[config.mk]
export PLATFORM = sky130hd
export DESIGN_NAME = pipe_ctrl_tags_flat
export DESIGN_NICKNAME = d
export VERILOG_FILES = /design/src/rtl/pipe_ctrl_tags_if.sv /design/src/rtl/pipe_ctrl_tags.sv /design/src/flat_wrapper.sv
export SDC_FILE = /design/constraint.sdc
export NUM_CORES = 1
export LEC_CHECK = 0
export BUFFER_PORTS_ARGS = -buffer_cell sky130_fd_sc_hd__buf_2
export CAP_MARGIN = 25
export CORE_MARGIN = 1.5
export CORE_UTILIZATION = 48
export DETAILED_ROUTE_END_ITERATION = 16
export GPL_ROUTABILITY_DRIVEN = 1
export PLACE_DENSITY_LB_ADDON = 0.3
export SETUP_SLACK_MARGIN = 0.4
export SLEW_MARGIN = 10
export SYNTH_ARGS = -nofsm -noshare
export SYNTH_HDL_FRONTEND = slang
export SYNTH_SLANG_ARGS = --single-unit
[constraint.sdc]
create_clock -name CLK -period 2.15 [get_ports CLK]
set_clock_uncertainty 0.2 [all_clocks]
set_input_delay 0.3225 -clock CLK [delete_from_list [all_inputs] [get_ports CLK]]
set_output_delay 0.3225 -clock CLK [all_outputs]
set_load 0.005 [all_outputs]
[src/rtl/pipe_ctrl_tags_if.sv]
// pipe_ctrl_tags_if: hazard-unit <-> control-tag chain signals
interface pipe_ctrl_tags_if #(parameter int CNT_W = 32);
  logic IMRead, FDWrite, DEFlush;
  logic [4:0] RA0_D, RA1_D, WA_D;
  logic RS1Used_D, RS2Used_D, WEN_D, Load_D;
  logic Valid_D;
  logic [4:0] RA0_E, RA1_E;
  logic RS1Used_E, RS2Used_E;
  logic [4:0] WA_E, WA_M1, WA_M2, WA_W;
  logic WEN_E, WEN_M1, WEN_M2, WEN_W;
  logic Load_E, Load_M1, Valid_W;
  logic [CNT_W-1:0] StallCnt, FlushCnt, RetireCnt;
  logic DEADLOCK;
  modport master (
    output IMRead, FDWrite, DEFlush, RA0_D, RA1_D, WA_D, RS1Used_D, RS2Used_D, WEN_D, Load_D,
    input Valid_D, RA0_E, RA1_E, RS1Used_E, RS2Used_E, WA_E, WA_M1, WA_M2, WA_W,
    input WEN_E, WEN_M1, WEN_M2, WEN_W, Load_E, Load_M1, Valid_W,
    input StallCnt, FlushCnt, RetireCnt, DEADLOCK
  );
  modport slave (
    input IMRead, FDWrite, DEFlush, RA0_D, RA1_D, WA_D, RS1Used_D, RS2Used_D, WEN_D, Load_D,
    output Valid_D, RA0_E, RA1_E, RS1Used_E, RS2Used_E, WA_E, WA_M1, WA_M2, WA_W,
    output WEN_E, WEN_M1, WEN_M2, WEN_W, Load_E, Load_M1, Valid_W,
    output StallCnt, FlushCnt, RetireCnt, DEADLOCK
  );
endinterface

[src/rtl/pipe_ctrl_tags.sv]
// pipe_ctrl_tags: hazard tag chain D->E->M1->M2->W with validity, event counters and stall deadlock flag
module pipe_ctrl_tags #(
  parameter int CNT_W     = 32,
  parameter int STALL_MAX = 8
) (
  input  logic           CLK,
  input  logic           RST,
  pipe_ctrl_tags_if.slave pc
);
  typedef struct packed {
    logic [4:0] ra0;
    logic [4:0] ra1;
    logic       rs1;
    logic       rs2;
    logic [4:0] wa;
    logic       wen;
    logic       load;
    logic       vld;
  } etag_t;
  localparam etag_t BUB_E = '{ra0: 5'd0, ra1: 5'd0, rs1: 1'b0, rs2: 1'b0,
                              wa: 5'd0, wen: 1'b1, load: 1'b0, vld: 1'b0};
  function automatic logic [CNT_W-1:0] sat_inc(input logic [CNT_W-1:0] v, input logic inc);
    return (inc && !(&v)) ? v + CNT_W'(1) : v;
  endfunction
  etag_t            e_q, e_d;
  logic             valid_d_q, valid_d_d;
  logic [4:0]       wa_m1_q, wa_m2_q, wa_w_q;
  logic             wen_m1_q, wen_m2_q, wen_w_q;
  logic             load_m1_q, vld_m1_q, vld_m2_q, vld_w_q;
  logic [CNT_W-1:0] stall_cnt_q, stall_cnt_d, flush_cnt_q, flush_cnt_d, retire_cnt_q, retire_cnt_d;
  logic [7:0]       run_q, run_d;
  logic             deadlock_q, deadlock_d;
  logic             stall, bubble;
  always_comb begin
    stall        = !pc.FDWrite && pc.DEFlush;
    bubble       = pc.DEFlush || !valid_d_q;
    valid_d_d    = pc.FDWrite ? pc.IMRead : valid_d_q;
    e_d          = bubble ? BUB_E : '{ra0: pc.RA0_D, ra1: pc.RA1_D, rs1: pc.RS1Used_D,
                                      rs2: pc.RS2Used_D, wa: pc.WA_D, wen: pc.WEN_D,
                                      load: pc.Load_D, vld: 1'b1};
    stall_cnt_d  = sat_inc(stall_cnt_q, stall);
    flush_cnt_d  = sat_inc(flush_cnt_q, bubble);
    retire_cnt_d = sat_inc(retire_cnt_q, vld_w_q);
    run_d        = stall ? run_q + 8'(run_q != 8'hFF) : 8'd0;
    // compares the next run length so DEADLOCK shows on the edge that completes the (STALL_MAX+1)th stall
    deadlock_d   = deadlock_q || (int'(run_d) > STALL_MAX);
  end
  always_ff @(posedge CLK) begin
    if (RST) begin
      valid_d_q    <= 1'b0;
      e_q          <= BUB_E;
      wa_m1_q      <= 5'd0;
      wa_m2_q      <= 5'd0;
      wa_w_q       <= 5'd0;
      wen_m1_q     <= 1'b1;
      wen_m2_q     <= 1'b1;
      wen_w_q      <= 1'b1;
      load_m1_q    <= 1'b0;
      vld_m1_q     <= 1'b0;
      vld_m2_q     <= 1'b0;
      vld_w_q      <= 1'b0;
      stall_cnt_q  <= '0;
      flush_cnt_q  <= '0;
      retire_cnt_q <= '0;
      run_q        <= 8'd0;
      deadlock_q   <= 1'b0;
    end else begin
      valid_d_q    <= valid_d_d;
      e_q          <= e_d;
      wa_m1_q      <= e_q.wa;
      wa_m2_q      <= wa_m1_q;
      wa_w_q       <= wa_m2_q;
      wen_m1_q     <= e_q.wen;
      wen_m2_q     <= wen_m1_q;
      wen_w_q      <= wen_m2_q;
      load_m1_q    <= e_q.load;
      vld_m1_q     <= e_q.vld;
      vld_m2_q     <= vld_m1_q;
      vld_w_q      <= vld_m2_q;
      stall_cnt_q  <= stall_cnt_d;
      flush_cnt_q  <= flush_cnt_d;
      retire_cnt_q <= retire_cnt_d;
      run_q        <= run_d;
      deadlock_q   <= deadlock_d;
    end
  end
  assign pc.Valid_D   = valid_d_q;
  assign pc.RA0_E     = e_q.ra0;
  assign pc.RA1_E     = e_q.ra1;
  assign pc.RS1Used_E = e_q.rs1;
  assign pc.RS2Used_E = e_q.rs2;
  assign pc.WA_E      = e_q.wa;
  assign pc.WEN_E     = e_q.wen;
  assign pc.Load_E    = e_q.load;
  assign pc.WA_M1     = wa_m1_q;
  assign pc.WEN_M1    = wen_m1_q;
  assign pc.Load_M1   = load_m1_q;
  assign pc.WA_M2     = wa_m2_q;
  assign pc.WEN_M2    = wen_m2_q;
  assign pc.WA_W      = wa_w_q;
  assign pc.WEN_W     = wen_w_q;
  assign pc.Valid_W   = vld_w_q;
  assign pc.StallCnt  = stall_cnt_q;
  assign pc.FlushCnt  = flush_cnt_q;
  assign pc.RetireCnt = retire_cnt_q;
  assign pc.DEADLOCK  = deadlock_q;
endmodule

[src/flat_wrapper.sv]
// flat-port wrapper written by rule: the top's interface ports become plain ports
module pipe_ctrl_tags_flat 
#(
  parameter int CNT_W     = 32,
  parameter int STALL_MAX = 8
)
  (CLK, RST, pc_IMRead, pc_FDWrite, pc_DEFlush, pc_RA0_D, pc_RA1_D, pc_WA_D, pc_RS1Used_D, pc_RS2Used_D, pc_WEN_D, pc_Load_D, pc_Valid_D, pc_RA0_E, pc_RA1_E, pc_RS1Used_E, pc_RS2Used_E, pc_WA_E, pc_WA_M1, pc_WA_M2, pc_WA_W, pc_WEN_E, pc_WEN_M1, pc_WEN_M2, pc_WEN_W, pc_Load_E, pc_Load_M1, pc_Valid_W, pc_StallCnt, pc_FlushCnt, pc_RetireCnt, pc_DEADLOCK);
  pipe_ctrl_tags_if #(.CNT_W(CNT_W)) pc_i ();
  input  logic CLK;
  input  logic RST;
  input wire logic [$bits(pc_i.IMRead)-1:0] pc_IMRead;
  input wire logic [$bits(pc_i.FDWrite)-1:0] pc_FDWrite;
  input wire logic [$bits(pc_i.DEFlush)-1:0] pc_DEFlush;
  input wire logic [$bits(pc_i.RA0_D)-1:0] pc_RA0_D;
  input wire logic [$bits(pc_i.RA1_D)-1:0] pc_RA1_D;
  input wire logic [$bits(pc_i.WA_D)-1:0] pc_WA_D;
  input wire logic [$bits(pc_i.RS1Used_D)-1:0] pc_RS1Used_D;
  input wire logic [$bits(pc_i.RS2Used_D)-1:0] pc_RS2Used_D;
  input wire logic [$bits(pc_i.WEN_D)-1:0] pc_WEN_D;
  input wire logic [$bits(pc_i.Load_D)-1:0] pc_Load_D;
  output wire logic [$bits(pc_i.Valid_D)-1:0] pc_Valid_D;
  output wire logic [$bits(pc_i.RA0_E)-1:0] pc_RA0_E;
  output wire logic [$bits(pc_i.RA1_E)-1:0] pc_RA1_E;
  output wire logic [$bits(pc_i.RS1Used_E)-1:0] pc_RS1Used_E;
  output wire logic [$bits(pc_i.RS2Used_E)-1:0] pc_RS2Used_E;
  output wire logic [$bits(pc_i.WA_E)-1:0] pc_WA_E;
  output wire logic [$bits(pc_i.WA_M1)-1:0] pc_WA_M1;
  output wire logic [$bits(pc_i.WA_M2)-1:0] pc_WA_M2;
  output wire logic [$bits(pc_i.WA_W)-1:0] pc_WA_W;
  output wire logic [$bits(pc_i.WEN_E)-1:0] pc_WEN_E;
  output wire logic [$bits(pc_i.WEN_M1)-1:0] pc_WEN_M1;
  output wire logic [$bits(pc_i.WEN_M2)-1:0] pc_WEN_M2;
  output wire logic [$bits(pc_i.WEN_W)-1:0] pc_WEN_W;
  output wire logic [$bits(pc_i.Load_E)-1:0] pc_Load_E;
  output wire logic [$bits(pc_i.Load_M1)-1:0] pc_Load_M1;
  output wire logic [$bits(pc_i.Valid_W)-1:0] pc_Valid_W;
  output wire logic [$bits(pc_i.StallCnt)-1:0] pc_StallCnt;
  output wire logic [$bits(pc_i.FlushCnt)-1:0] pc_FlushCnt;
  output wire logic [$bits(pc_i.RetireCnt)-1:0] pc_RetireCnt;
  output wire logic [$bits(pc_i.DEADLOCK)-1:0] pc_DEADLOCK;
  assign pc_i.IMRead = pc_IMRead;
  assign pc_i.FDWrite = pc_FDWrite;
  assign pc_i.DEFlush = pc_DEFlush;
  assign pc_i.RA0_D = pc_RA0_D;
  assign pc_i.RA1_D = pc_RA1_D;
  assign pc_i.WA_D = pc_WA_D;
  assign pc_i.RS1Used_D = pc_RS1Used_D;
  assign pc_i.RS2Used_D = pc_RS2Used_D;
  assign pc_i.WEN_D = pc_WEN_D;
  assign pc_i.Load_D = pc_Load_D;
  assign pc_Valid_D = pc_i.Valid_D;
  assign pc_RA0_E = pc_i.RA0_E;
  assign pc_RA1_E = pc_i.RA1_E;
  assign pc_RS1Used_E = pc_i.RS1Used_E;
  assign pc_RS2Used_E = pc_i.RS2Used_E;
  assign pc_WA_E = pc_i.WA_E;
  assign pc_WA_M1 = pc_i.WA_M1;
  assign pc_WA_M2 = pc_i.WA_M2;
  assign pc_WA_W = pc_i.WA_W;
  assign pc_WEN_E = pc_i.WEN_E;
  assign pc_WEN_M1 = pc_i.WEN_M1;
  assign pc_WEN_M2 = pc_i.WEN_M2;
  assign pc_WEN_W = pc_i.WEN_W;
  assign pc_Load_E = pc_i.Load_E;
  assign pc_Load_M1 = pc_i.Load_M1;
  assign pc_Valid_W = pc_i.Valid_W;
  assign pc_StallCnt = pc_i.StallCnt;
  assign pc_FlushCnt = pc_i.FlushCnt;
  assign pc_RetireCnt = pc_i.RetireCnt;
  assign pc_DEADLOCK = pc_i.DEADLOCK;
  pipe_ctrl_tags #(.CNT_W(CNT_W), .STALL_MAX(STALL_MAX)) u_core (.CLK(CLK), .RST(RST), .pc(pc_i));
endmodule
==> summary.md, run 1 <==
| Metric | Value |
|---|---|
| H-tree Lvls | 4 |
| Worst flop-to-flop path endpoint | u_core.pc.StallCnt[6] |
| Crit path DAT | 2.29 ns |
| CP max stage cell | dfxtp_1 |
| Startpoint class of the critical path | flop |
| Cell family with the largest share of critical-path delay | simple AND/OR/NAND/NOR gates |
| R2R Setup Slk | -0.03 ns |
| GRT Residual Overflow | 0 |
| Clock latency on the worst-skew pair | around 0.43 ns |
| Antenna Nets Post-Route | 0 |
| Via Count | approximately 7000 |
| Max IR drop VDD | roughly 0.57 mV |
| Crit path from | u_core.pc.StallCnt[27] |
| Final setup vio count | 3 |
| Top Ports | approximately 160 |
| Setup ws final | -0.0289 ns |
| R2r worst-path depth | 6 |
| Area Growth Syn to Fin | 65.4% |
| HP Class | primary input to flop |
| Fin. max-slew vios | 0 |
| Core region area | 13200 um^2 |
| Unique cell type count in the Yosys netlist | 55 |
| Area of the multi-input gates | about 4200 um^2 |
| Worst path required time | approximately 2.3 ns |
| CP cell instances | nand4_1, nor4_4, a31oi_1, buf_4, nand4_1, mux2_4 |
| Ys async rst share | 0 |
| Final HPWL DP | 11700 um |
| Final std cells w/o fill | roughly 1200 |
| Starting DRT DRC Count | between 500 and 600 |
| Net count of the mapped netlist | between 700 and 800 |
| Kind of critical path | flop to flop |
| WP buf/inv | 1 |
| Synthesized cell area | around 6500 um^2 |
| Failing checks | setup timing |
| Crit share post-route | 1.01 |
| Number of max-cap violations | 0 |
| R2r startpoint | u_core.pc.StallCnt[27] |
| Setup crit end kind | flop |
| Worst setup path end | u_core.pc.StallCnt[6] |
| Starting Density | 0.491 |
| Post-synth EDFFs | 0 |
| Fin nets | between 1000 and 1500 |
| FF/Latch Area | 3090 um^2 |
| Ant. Diodes | 0 |
| Initial DRT Pass Iterations | 5 |
| Die X | approximately 120 um |
| Most frequent cells in the layout | buf_2, buf_4, dfxtp_1 |
| Die Area | between 10000 and 15000 um^2 |
| Status | finished, violations left |
| Die height | around 120 um |
| Syn. warnings | 0 |
| Count of standard-cell rows | 42 |
| Clk buf depth | 2 |
| Most frequent CP cell | nand4_1 |
| Fill cells | 781 |
| Post-Syn Area per Cell | 8.92 um^2 |
| Vias/cell | around 5.7 |
| Dominant synthesized flop cell | dfxtp_1 |
| Power Dens Cells | 557 nW/um^2 |
| Root Driver | clkbuf_16 |
| Vias in the first global route | about 6700 |
| Routability cong. | ~0.84 |
| Register bit count reported by yosys | around 150 |
| Largest net degree at the start of global routing | 40 |
| Fin. Hold Viols | 0 |
| Ratio of cells with drive above 1 in the final layout | 0.547 |
| Slew HR | 0.642 |
| Wire length per cell | between 15 and 20 um |
| TritonCTS clock tree | yes |
| CTS buffer count | 17 |
| LEAKAGE | about 4.3 nW |
| Post-route DRC | 0 |
| Crit-path max cell delay | roughly 0.41 ns |
| Initial antenna violation count | 0 |
| Dpl cells | 1102 |
| Sinks on Clock Net | approximately 150 |
| Clock transition at path regs | 0.07 ns |
| Fin Setup TNS | -0.0349 ns |
| WP depth | 6 |
| CP Max Fanout | 5 |
| Final WL | between 20000 and 25000 um |
| Sequential share of the synthesized area | 0.458 |
| Final min period | approximately 2.2 ns |
| Cells after Synth | 726 |
| Fmax | approximately 460 MHz |
| First-pass GRT wire length | ~32000 um |
| Gr usage total | 0.283 |
| RSZ-0062 raised after global routing | yes |
| Worst-Margin Slew | around 0.54 ns |
| I/O Buffers | 160 |
| Most common cell after layout, fill and taps aside | buf_2 |
==> metal layers <==
metal  wire, um  GRT usage
met5          0          0
met4        888      0.110
met3       1410     0.0661
met2      11500      0.490
met1       8900      0.339
==> worst min path at each step <==
stage	from	to	slack (ns)	cells past startpoint
floorplan	u_core.vld_m2_q	u_core.pc.Valid_W	0.21	1
global placement	u_core.pc.WEN_E	u_core.pc.WEN_M1	0.21	1
detailed placement	u_core.pc.WEN_E	u_core.pc.WEN_M1	0.22	1
CTS	RST	u_core.pc.StallCnt[1]	0.07	2
global route	RST	u_core.pc.StallCnt[1]	0.12	2
finish	RST	u_core.pc.StallCnt[0]	0.09	2
==> sequential cells by signal, summed over array words and instances (netlist names), 5 cells and up <==
signal	flops
u_core.pc.RA1_E	5
u_core.pc.RetireCnt	32
u_core.pc.FlushCnt	32
u_core.pc.WA_W	5
u_core.pc.WA_M2	5
u_core.run_q	8
u_core.pc.WA_E	5
u_core.pc.StallCnt	32
u_core.pc.RA0_E	5
u_core.pc.WA_M1	5
==> synth_stat cells, types with 3 or more instances <==
cell type | number | share of area
mux2_2 | 7 | 0.012
or3_1 | 45 | 0.043
inv_1 | 17 | 0.0099
a21oi_1 | 53 | 0.041
a2111oi_0 | 4 | 0.0054
o31ai_1 | 5 | 0.0058
nand2_1 | 31 | 0.018
o21ai_1 | 17 | 0.013
or2_2 | 9 | 0.0087
xor2_1 | 10 | 0.014
nand4b_1 | 3 | 0.0041
xnor2_1 | 27 | 0.037
mux2i_1 | 4 | 0.0062
nor4_1 | 8 | 0.0077
ha_1 | 5 | 0.0097
nand4_1 | 31 | 0.030
and3_1 | 13 | 0.013
and4_1 | 8 | 0.011
nand3_1 | 32 | 0.025
or4_1 | 6 | 0.0070
a2111oi_1 | 4 | 0.0062
buf_4 | 15 | 0.017
nor2_1 | 70 | 0.041
o21ai_0 | 26 | 0.020
a211oi_1 | 10 | 0.012
clkbuf_1 | 24 | 0.014
nand2b_1 | 5 | 0.0048
and2_1 | 20 | 0.019
nor2b_1 | 30 | 0.029
o2111ai_1 | 5 | 0.0068
dfxtp_1 | 148 | 0.46
nor3_1 | 7 | 0.0054
==> power by group <==
group	internal, mW	total [mW]	switching (mW)
Sequential	2.75	2.76	0.0137
Clock	1.66	2.95	1.29
Combinational	0.123	0.251	0.128
Total	4.52	5.96	1.44
==> stage by stage <==
stage / utilization / power, mW / area (um^2) / hold WS, ns / setup slack, ns
final: 0.811 / 5.96 / 10700 / 0.0881 / -0.0289
after floorplan: - / 2.94 / 7010 / 0.214 / -0.102
after global routing: 0.811 / 6.09 / 10700 / 0.122 / -0.0859
after detailed placement: 0.635 / 3.01 / 8370 / 0.224 / 0.0294
after global placement: 0.635 / 3.01 / 8370 / 0.215 / 0.0639
after CTS: 0.778 / 5.96 / 10300 / 0.0677 / 0.103
==> cells by family (layout without fill, tap and decap cells) <==
family,Yosys count,after routing,share of synthesized area
AND/OR/NAND/NOR,323,323,0.274
flip-flops,148,148,0.458
XOR/XNOR,37,37,0.0501
buffers and inverters,60,403,0.0485
AO/OA/AOI/OAI,141,141,0.140
multiplexers,12,12,0.0201
adder cells (fa/ha/maj),5,5,0.00967
==> layout make-up <==
cell class / instances / area share
well taps: 176 / 0.0206
repair buffers: 354 / 0.236
inverters: 17 / 0.00596
clock inverters: 14 / 0.0133
flip-flops and latches: 148 / 0.289
multi-input cells: 518 / 0.394
clock buffers: 18 / 0.0410
==> repair_timing <==
| action | 4_1_cts | 5_1_grt |
|---|---|---|
| gates cloned | 7 | 1 |
| pin swaps | 107 | 77 |
| gates resized for setup | 142 | 75 |
| buffers inserted | 64 | 18 |
| setup endpoints to repair | 99 | 100 |
| hold buffers | 21 | 0 |
| hold endpoints to repair | 20 | 0 |
Note: power is estimated with default switching activity, not from simulation.
==> inputs of run 2 (changes only) <==
--- a/config.mk
+++ b/config.mk
@@ -9,6 +9,7 @@
 export CAP_MARGIN = 25
 export CORE_MARGIN = 1.5
 export CORE_UTILIZATION = 48
+export CTS_BUF_LIST = sky130_fd_sc_hd__clkbuf_16
 export DETAILED_ROUTE_END_ITERATION = 16
 export GPL_ROUTABILITY_DRIVEN = 1
 export PLACE_DENSITY_LB_ADDON = 0.3
@@ -17,3 +18,4 @@
 export SYNTH_ARGS = -nofsm -noshare
 export SYNTH_HDL_FRONTEND = slang
 export SYNTH_SLANG_ARGS = --single-unit
+export TNS_END_PERCENT = 20
==> run 2 against run 1 <==
  * The flow now finishes without violations
  * Worst setup slack gained 0.048 ns
  * Via count fell by 3.8%
  * Clock power grew 2%
  * Core utilization shrank 6.0 points
  * Final cell count down 1.4%
  * Hold slack improved by 0.053 ns
  * Wire length decreased by 14%
  * Critical path type unchanged
  * Critical endpoint is now u_core.pc.FlushCnt[20]
  * Highest routed layer unchanged
==> summary.md, run 2 (same netlist as run 1, synthesis figures left out) <==
| Metric | Value |
|---|---|
| Slew HR | 0.653 |
| Routability cong. | 0.850 |
| Final min period | between 2 and 2.5 ns |
| Antenna Nets Post-Route | 0 |
| Fin. max-slew vios | 0 |
| Crit share post-route | 0.991 |
| Fin Setup TNS | 0 ns |
| Crit path DAT | between 2 and 2.5 ns |
| Gr usage total | 0.263 |
| Sequential power share | 0.461 |
| Die Area | 14200 um^2 |
| Number of max-cap violations | 0 |
| Top Ports | 161 |
| Final HPWL DP | around 11000 um |
| Startpoint class of the critical path | flop |
| Kind of critical path | flop to flop |
| RSZ-0062 raised after global routing | yes |
| CP max stage cell | or4_4 |
| Ant. Diodes | 0 |
| Initial antenna violation count | 0 |
| Setup slack after placement | -0.0693 ns |
| Final WL | just under 20000 um |
| Core region area | ~13000 um^2 |
| Clock share of power | 0.500 |
| Worst path required time | ~2.3 ns |
| Combinational power share | 0.039 |
| WP buf/inv | 1 |
| Post-route DRC | 0 |
| Most common cell after layout, fill and taps aside | buf_2 |
| Setup ws final | 0.0192 ns |
| Initial DRT Pass Iterations | 5 |
| First-pass GRT wire length | roughly 30000 um |
| Die height | 119 um |
| Fin. Hold Viols | 0 |
| Via Count | about 6800 |
| Vias/cell | between 5 and 6 |
| Power Dens Cells | 606 nW/um^2 |
| Worst hold slack | about 0.14 ns |
| Vias in the first global route | roughly 6400 |
| Root Driver | clkbuf_16 |
| GRT Residual Overflow | 0 |
| Clock latency on the worst-skew pair | about 0.43 ns |
| Count of standard-cell rows | 42 |
| Largest net degree at the start of global routing | 50 |
| Worst-Margin Slew | a little over 0.5 ns |
| Fill cells | 909 |
| TritonCTS clock tree | yes |
| Wire length per cell | 16.0 um |
| Fin nets | between 1000 and 1500 |
| CP cell instances | nand4_1, or4_4, buf_4, o2111ai_1, or3_1, a21oi_1 |
| Switching Power | 1.32 mW |
| Switching Share | 0.220 |
| CTS buffer count | 17 |
| FF/Latch Area | 3040 um^2 |
| Area Growth Syn to Fin | 53.2% |
| Most frequent cells in the layout | buf_2, buf_4, dfxtp_1 |
| Cell internal pwr | 4.68 mW |
| Ratio of cells with drive above 1 in the final layout | 0.450 |
| Area of the multi-input gates | around 3700 um^2 |
| Clock transition at path regs | around 0.06 ns |
| Starting DRT DRC Count | 460 |
| Max IR drop VDD | between 0.7 and 0.8 mV |
| Die X | 119 um |
| Clk buf depth | 2 |
| H-tree Lvls | 4 |
| Final setup vio count | 0 |
| Sinks on Clock Net | ~150 |
| Starting Density | 0.491 |
| Status | complete, no violations |
| CP Max Fanout | 5 |
| Cell family with the largest share of critical-path delay | simple AND/OR/NAND/NOR gates |
| Setup crit end kind | flop |
| LEAKAGE | roughly 4.1 nW |
| I/O Buffers | 160 |
| Crit-path max cell delay | 0.48 ns |
| Fmax | 469 MHz |
| HP Class | primary input to flop |
## run 2: cell types whose count changed in the layout (fill, tap and decap cells not counted), sizes merged
| cell | previous run | this run |
|---|---|---|
| bufinv | 1 | 3 |
| clkbuf | 18 | 19 |
| buf | 333 | 315 |
| clkinvlp | 3 | 1 |
| clkinv | 4 | 6 |
| inv | 23 | 20 |
## run 2: cell type report
cell class,count,share of cell area
tap,176,0.0222
clock buffer,17,0.0429
sequential,148,0.306
clock inverter,13,0.0163
timing repair buffer,338,0.234
inverter,17,0.00644
multi-input combinational,518,0.372
## run 2: path summary, 6_finish.rpt
path	from	cells after the start	to	slack, ns
setup / recovery	u_core.pc.FlushCnt[25]	6	u_core.pc.FlushCnt[20]	0.02
hold / removal	RST	2	u_core.pc.StallCnt[1]	0.14
setup reg to reg	u_core.pc.FlushCnt[25]	6	u_core.pc.FlushCnt[20]	0.02
hold reg to reg	u_core.vld_m2_q	1	u_core.pc.Valid_W	0.23
## run 2: repair_timing
action                                 in CTS  in global routing
pin swaps                                  28                 39
endpoints found under the hold margin      20                  0
resized for setup                          53                 62
setup endpoints to repair                 103                104
gates cloned                                2                  2
setup buffers                              27                 12
hold buffers                               21                  0
## run 2: power groups by stage
stage          combinational, mW  sequential, mW  clock (mW)
2_1_floorplan             0.0926            2.84           0
4_1_cts                    0.219            2.77        3.03
5_1_grt                    0.254            2.77        3.15
3_5_place_dp               0.174            2.83           0
6_report                   0.233            2.77        3.00
3_3_place_gp               0.171            2.83           0
## run 2: routing by layer
layer,wire length (um),GRT usage,vias up
met5,0,0,-
met4,485,0.105,0
met3,1290,0.0675,44
met2,9670,0.441,279
met1,8160,0.323,3252
li1,-,-,3238
## run 2: metrics by stage
| stage | cells | instance area [um^2] | util | total power [mW] |
|---|---|---|---|---|
| floorplan | 726 | 6590 | - | 2.93 |
| global placement | 1133 | 8240 | 0.624 | 3.00 |
| detailed placement | 1133 | 8240 | 0.624 | 3.01 |
| CTS | 1213 | 9560 | 0.724 | 6.02 |
| global route | 1227 | 9920 | 0.752 | 6.17 |
| finish | 1227 | 9920 | 0.752 | 6.01 |
